$ cat src/rtl/traffic_request_input_pkg.sv
`default_nettype none
// ============================================================================
// traffic_pkg : shared button-channel constants for the TrafficWing blocks
// Rev 1.0
// ============================================================================
package traffic_pkg;

    localparam int N_BUTTONS_DEFAULT       = 4;
    localparam int DEBOUNCE_CYCLES_DEFAULT = 960000;

    localparam int DIR_N = 0;
    localparam int DIR_E = 1;
    localparam int DIR_S = 2;
    localparam int DIR_W = 3;

endpackage : traffic_pkg
`default_nettype wire

$ cat src/rtl/traffic_request_input_if.sv
`default_nettype none
// ============================================================================
// traffic_request_input_if : button pins, debounced levels and request handshake
// Rev 1.0
// ============================================================================
interface traffic_request_input_if
    import traffic_pkg::*;
#(
    parameter int N_BUTTONS = N_BUTTONS_DEFAULT
);

    logic [N_BUTTONS-1:0] btn_in;
    logic [N_BUTTONS-1:0] ack;
    logic [N_BUTTONS-1:0] btn_level;
    logic [N_BUTTONS-1:0] press_pulse;
    logic [N_BUTTONS-1:0] req;

    modport master (
        output btn_in,
        output ack,
        input  btn_level,
        input  press_pulse,
        input  req
    );

    modport slave (
        input  btn_in,
        input  ack,
        output btn_level,
        output press_pulse,
        output req
    );

endinterface : traffic_request_input_if
`default_nettype wire

$ cat src/rtl/traffic_request_input_debounce_cell.sv
`default_nettype none
// ============================================================================
// debounce_cell : 2-FF synchronizer, counter debouncer and press-edge pulse
// Rev 1.0
// ============================================================================
module debounce_cell
    import traffic_pkg::*;
#(
    parameter int DEBOUNCE_CYCLES = DEBOUNCE_CYCLES_DEFAULT,
    parameter bit BTN_ACTIVE_LOW  = 1'b1
) (
    input  logic sclk,
    input  logic rst_n,
    input  logic btn_raw,
    output logic btn_level,
    output logic press_pulse
);

    localparam int               CNT_W     = $clog2(DEBOUNCE_CYCLES);
    localparam logic [CNT_W-1:0] c_cnt_max = CNT_W'(DEBOUNCE_CYCLES - 1);

    logic             w_raw_pressed;
    logic             r_sync1;
    logic             r_sync2;
    logic             r_level;
    logic             r_pulse;
    logic [CNT_W-1:0] r_cnt;

    // Polarity is normalised before the synchronizer so reset means "not pressed".
    assign w_raw_pressed = BTN_ACTIVE_LOW ? ~btn_raw : btn_raw;

    always_ff @(posedge sclk or negedge rst_n) begin
        if (!rst_n) begin
            r_sync1 <= 1'b0;
            r_sync2 <= 1'b0;
            r_level <= 1'b0;
            r_pulse <= 1'b0;
            r_cnt   <= '0;
        end else begin
            r_sync1 <= w_raw_pressed;
            r_sync2 <= r_sync1;
            r_pulse <= 1'b0;
            if (r_sync2 == r_level) begin
                r_cnt <= '0;
            end else if (r_cnt == c_cnt_max) begin
                r_level <= r_sync2;
                r_pulse <= r_sync2;
                r_cnt   <= '0;
            end else begin
                r_cnt <= r_cnt + CNT_W'(1);
            end
        end
    end

    assign btn_level   = r_level;
    assign press_pulse = r_pulse;

endmodule : debounce_cell
`default_nettype wire

$ cat src/rtl/traffic_request_input.sv
`default_nettype none
// ============================================================================
// traffic_request_input : debounced, latched crossing requests for the sequencer
// Rev 1.0
// ============================================================================
module traffic_request_input
    import traffic_pkg::*;
#(
    parameter int N_BUTTONS       = N_BUTTONS_DEFAULT,
    parameter int DEBOUNCE_CYCLES = DEBOUNCE_CYCLES_DEFAULT,
    parameter bit BTN_ACTIVE_LOW  = 1'b1
) (
    input  logic                   sclk,
    input  logic                   rst_n,
    traffic_request_input_if.slave bus
);

    logic [N_BUTTONS-1:0] w_level;
    logic [N_BUTTONS-1:0] w_pulse;
    logic [N_BUTTONS-1:0] r_req;

    for (genvar gi = 0; gi < N_BUTTONS; gi++) begin : g_chan
        debounce_cell #(
            .DEBOUNCE_CYCLES (DEBOUNCE_CYCLES),
            .BTN_ACTIVE_LOW  (BTN_ACTIVE_LOW)
        ) u_cell (
            .sclk        (sclk),
            .rst_n       (rst_n),
            .btn_raw     (bus.btn_in[gi]),
            .btn_level   (w_level[gi]),
            .press_pulse (w_pulse[gi])
        );
    end

    // A fresh press outranks an ack landing in the same cycle.
    always_ff @(posedge sclk or negedge rst_n) begin
        if (!rst_n) begin
            r_req <= '0;
        end else begin
            r_req <= w_pulse | (r_req & ~bus.ack);
        end
    end

    assign bus.btn_level   = w_level;
    assign bus.press_pulse = w_pulse;
    assign bus.req         = r_req;

endmodule : traffic_request_input
`default_nettype wire

$ cat src/flat_wrapper.sv
// flat-port wrapper written by rule: the top's interface ports become plain ports
module traffic_request_input_flat import traffic_pkg::*;
#(
    parameter int N_BUTTONS       = N_BUTTONS_DEFAULT,
    parameter int DEBOUNCE_CYCLES = DEBOUNCE_CYCLES_DEFAULT,
    parameter bit BTN_ACTIVE_LOW  = 1'b1
)
  (sclk, rst_n, bus_btn_in, bus_ack, bus_btn_level, bus_press_pulse, bus_req);
  traffic_request_input_if #(.N_BUTTONS(N_BUTTONS)) bus_i ();
  input  logic sclk;
  input  logic rst_n;
  input wire logic [$bits(bus_i.btn_in)-1:0] bus_btn_in;
  input wire logic [$bits(bus_i.ack)-1:0] bus_ack;
  output wire logic [$bits(bus_i.btn_level)-1:0] bus_btn_level;
  output wire logic [$bits(bus_i.press_pulse)-1:0] bus_press_pulse;
  output wire logic [$bits(bus_i.req)-1:0] bus_req;
  assign bus_i.btn_in = bus_btn_in;
  assign bus_i.ack = bus_ack;
  assign bus_btn_level = bus_i.btn_level;
  assign bus_press_pulse = bus_i.press_pulse;
  assign bus_req = bus_i.req;
  traffic_request_input #(.N_BUTTONS(N_BUTTONS), .DEBOUNCE_CYCLES(DEBOUNCE_CYCLES), .BTN_ACTIVE_LOW(BTN_ACTIVE_LOW)) u_core (.sclk(sclk), .rst_n(rst_n), .bus(bus_i));
endmodule
$ cat config.mk
export PLATFORM = sky130hd
export DESIGN_NAME = traffic_request_input_flat
export DESIGN_NICKNAME = d
export VERILOG_FILES = /design/src/rtl/traffic_request_input_pkg.sv /design/src/rtl/traffic_request_input_if.sv /design/src/rtl/traffic_request_input_debounce_cell.sv /design/src/rtl/traffic_request_input.sv /design/src/flat_wrapper.sv
export SDC_FILE = /design/constraint.sdc
export NUM_CORES = 1
export LEC_CHECK = 0
export ABC_AREA = 0
export CORE_MARGIN = 1
export CORE_UTILIZATION = 25
export CTS_CLUSTER_DIAMETER = 100
export DETAILED_ROUTE_END_ITERATION = 8
export SLEW_MARGIN = 20
export SYNTH_ARGS = -nofsm -noshare
export SYNTH_HDL_FRONTEND = slang
export SYNTH_SLANG_ARGS = --single-unit
$ cat constraint.sdc
create_clock -name sclk -period 3.5 [get_ports sclk]
set_clock_uncertainty 0.1 [all_clocks]
set_input_delay 0.7 -clock sclk [delete_from_list [all_inputs] [get_ports sclk]]
set_output_delay 0.7 -clock sclk [all_outputs]
set_load 0.02 [all_outputs]
==> tab_implementation.tex <==
\begin{tabular}{lr}
\hline
Metric & Value \\
\hline
\multicolumn{2}{l}{\textbf{Critical path}} \\
\quad Required time worst endpoint & 3.60 ns \\
\quad Worst Setup Start Kind & flop \\
\quad Setup CP Type & flop to flop \\
\quad Critical path capture point type & flop \\
\quad Arrival time at the worst endpoint & 2.43 ns \\
\quad Maximum fanout count along the critical path & 19 \\
\multicolumn{2}{l}{\textbf{Routing}} \\
\quad Total routed wirelength & 8953 µm \\
\quad Wirelength per Cell & 12.50 µm \\
\quad Number of remaining DRC errors & 0 \\
\quad Vias per Instance & 4.711 \\
\quad First-iteration detailed-routing DRC count & 190 \\
\quad Total via count after detailed routing & 3,373 \\
\quad Antenna viol nets, final & 0 \\
\quad DRT Pass-1 Iters & 4 \\
\multicolumn{2}{l}{\textbf{Logic synthesis}} \\
\quad Syn Nets & 481 \\
\quad Warnings from Yosys & 0 \\
\quad Netlist Area Pre-Place & 4723 µm² \\
\quad Number of enable-type register cells in the synthesized netlist & 0 \\
\quad Fraction of registers with async set/reset & 100.0\% \\
\quad Number of register bits inferred by synthesis & 100 \\
\quad Post-synthesis sequential area ratio & 52.98\% \\
\quad Number of instances in the synthesized netlist & 467 \\
\quad Per-instance average area after synthesis & 10.11 µm² \\
\quad Synth cell types & 40 \\
\quad Predominant post-synthesis flop cell & dfrtp\_1 \\
\multicolumn{2}{l}{\textbf{Die}} \\
\quad Row cnt & 49 \\
\quad Total die area & 19,450 µm² \\
\quad Number of I/O pins & 22 \\
\quad Die width & 139.5 µm \\
\quad Height of the die & 139.5 µm \\
\quad Effective utilization at floorplan & 25.94\% \\
\quad Area inside the core boundary & 18,210 µm² \\
\multicolumn{2}{l}{\textbf{CTS}} \\
\quad Clock insertion delay at the later pin of the skew report & 0.35 ns \\
\quad Buffer levels on the longest clock path & 2 \\
\quad Setup bufs post-CTS & 0 \\
\quad Number of hold buffers added after cts & 0 \\
\quad Clock slew at reported path FFs & 0.07 ns \\
\quad Num CTS Buffers & 9 \\
\quad TritonCTS clock tree & done \\
\quad CTS root buffer & clkbuf\_16 \\
\quad Resize count post-CTS & 0 \\
\quad CTS H-tree depth & 3 \\
\quad TritonCTS sink count & 100 \\
\multicolumn{2}{l}{\textbf{Placement}} \\
\quad Count of buffers from port buffering & 21 \\
\quad GPL Wtd Cong & 0.7843 \\
\quad HPWL after DPL & 6145 µm \\
\quad Cell area after placement & 5135 µm² \\
\multicolumn{2}{l}{\textbf{Run}} \\
\quad Max-cap violations & 0 \\
\multicolumn{2}{l}{\textbf{Layout}} \\
\quad Share of post-route cells with drive strength above 1 & 7.187\% \\
\quad Finished layout cell area & 5414 µm² \\
\quad Number of antenna repair diodes & 0 \\
\quad Most frequent standard cell in the layout excluding fill and tap cells & dfrtp\_1 \\
\quad Area grow syn2layout & 14.62\% \\
\quad Commonest cells after routing, fill and taps aside & 100 x dfrtp\_1, 71 x nor2\_1, 43 x xnor2\_1, 26 x nand3\_1, 25 x nand2\_1 \\
\quad Final Net Count & 496 \\
\multicolumn{2}{l}{\textbf{Power}} \\
\quad Areal power density over the cells & 405.8 nW/µm² \\
\quad Leakage power figure & 2.155 nW \\
\quad Worst supply voltage drop on vdd & 0.2525 mV \\
\multicolumn{2}{l}{\textbf{GRT}} \\
\quad Via count of the first global-routing pass & 3,324 \\
\quad Number of antenna violations at the first check in global routing & 0 \\
\quad Global-route wire length before repair & 15,520 µm \\
\quad Global-route usage over all layers & 9.750\% \\
\quad Maximum number of pins on one net before global-route repair & 52 \\
\quad Total global routing overflow & 0 \\
\multicolumn{2}{l}{\textbf{Worst hold path}} \\
\quad Hold/Removal Path Class & input port to asynchronous set/reset pin \\
\multicolumn{2}{l}{\textbf{STA}} \\
\quad Minimum clock period & 2.329 ns \\
\quad Final critical-path share of the clock period & 66.54\% \\
\quad Worst-margin pin slew & 0.7592 ns \\
\quad Number of max-slew violations in the final report & 0 \\
\quad WHS & 0.2679 ns \\
\quad Unrepaired setup endpoints after global routing & no \\
\quad Number of hold-slack violations in the final timing report & 0 \\
\quad Total setup violations reported at the end of the flow & 0 \\
\quad Final total negative setup slack & 0 ns \\
\quad Maximum clock frequency & 429.4 MHz \\
\quad Relative slew slack & 49.39\% \\
\multicolumn{2}{l}{\textbf{Outcome}} \\
\quad Result of the run & complete, no violations \\
\hline
\end{tabular}
## worst max-delay path: stages (launching register included)
cell     delay [ns]
dfrtp_1        0.42
nand4_1        0.36
or2_2          0.49
o31ai_4        0.67
nor2_1         0.13
## per-layer routing
metal  routed length (µm)  up-vias  global-route usage (%)
li1                     -     1646                       -
met1                 4165     1661                   12.05
met2                 4361       55                   16.42
met3                  302       11                   2.650
met4                  123        0                   3.158
met5                    0        -                       0
## cell usage after synthesis, types with 3 or more instances
library cell  instances  area, µm²
nor3_1               16      80.08
nor4b_1               4      35.03
a21o_1                4      30.03
a21oi_1              17      85.08
o41ai_1               3      26.28
or2_2                 3      18.77
and3_1                3      18.77
mux2_2                4      45.04
buf_4                 8      60.06
clkbuf_1              5      18.77
nand2_1              25      93.84
or3_1                13      81.33
xor2_1               16      140.1
buf_2                 4      20.02
o21ai_0               9      45.04
o31ai_1               5      37.54
nor2_1               71      266.5
dfrtp_1             100       2502
xnor2_1              43      376.6
nor4_1               16      100.1
ha_1                  4      50.05
nand4_1              18      112.6
or4_1                 6      45.04
and4_1                3      26.28
inv_1                21      78.83
nand3_1              26      130.1
## logic make-up (layout without fill, tap and decap cells)
kind of cell    Yosys count  in the layout  synth area share [%]
fa+ha+maj                 4              4                 1.060
simple gates            219            219                 24.21
mux                       4              4                0.9536
buf+inv                  39             59                 3.841
compound gates           42             42                 6.013
xor+xnor                 59             59                 10.94
flops                   100            100                 52.98
## path summary, 6_finish.rpt
kind / end / startpoint / slack [ns] / depth (start not counted)
max: u_core.g_chan[3].u_cell.r_cnt[8] / u_core.g_chan[3].u_cell.r_cnt[3] / 1.17 / 4
min in group sclk: u_core.g_chan[3].u_cell.r_sync2 / u_core.g_chan[3].u_cell.r_sync1 / 0.27 / 0
max in group asynchronous: u_core.g_chan[3].u_cell.btn_level / rst_n / 2.34 / 2
min: u_core.g_chan[2].u_cell.r_sync1 / rst_n / 0.27 / 1
min reg2reg: u_core.g_chan[3].u_cell.r_sync2 / u_core.g_chan[3].u_cell.r_sync1 / 0.27 / 0
max reg2reg: u_core.g_chan[3].u_cell.r_cnt[8] / u_core.g_chan[3].u_cell.r_cnt[3] / 1.17 / 4
## sequential cells by signal, summed over array words and instances, names as in the netlist
register / count
u_core.bus.req: 4
u_core.g_chan.u_cell.r_cnt: 80
u_core.g_chan.u_cell.btn_level: 4
u_core.g_chan.u_cell.press_pulse: 4
u_core.g_chan.u_cell.r_sync2: 4
u_core.g_chan.u_cell.r_sync1: 4
## metrics by stage
step / setup WS [ns] / instances / util, % / total power, W
final: 1.171 / 716 / 29.73 / 0.002197
after global routing: 0.9426 / 716 / 29.73 / 0.002286
after CTS: 1.139 / 716 / 29.73 / 0.002235
after detailed placement: 1.141 / 700 / 28.20 / 0.001288
after global placement: 1.268 / 700 / 28.20 / 0.001284
after floorplan: 1.443 / 467 / - / 0.001241
## layout make-up
class	count	area, µm²
timing repair buffer	22	227.7
clock inverter	6	40.04
inverter	21	78.83
sequential	100	2502
fill	1823	12790
tap	229	286.5
clock buffer	10	239.0
multi-input combinational	328	2039
## power breakdown
| part | total, W | leakage (nW) | internal, W | switching, W |
|---|---|---|---|---|
| Sequential | 0.00119 | 1.37 | 0.00117 | 0.0000143 |
| Clock | 0.000935 | 0.138 | 0.000500 | 0.000435 |
| Combinational | 0.0000766 | 0.648 | 0.0000261 | 0.0000505 |
| Total | 0.00220 | 2.15 | 0.00170 | 0.000500 |
(Power assumes the default switching activity.)
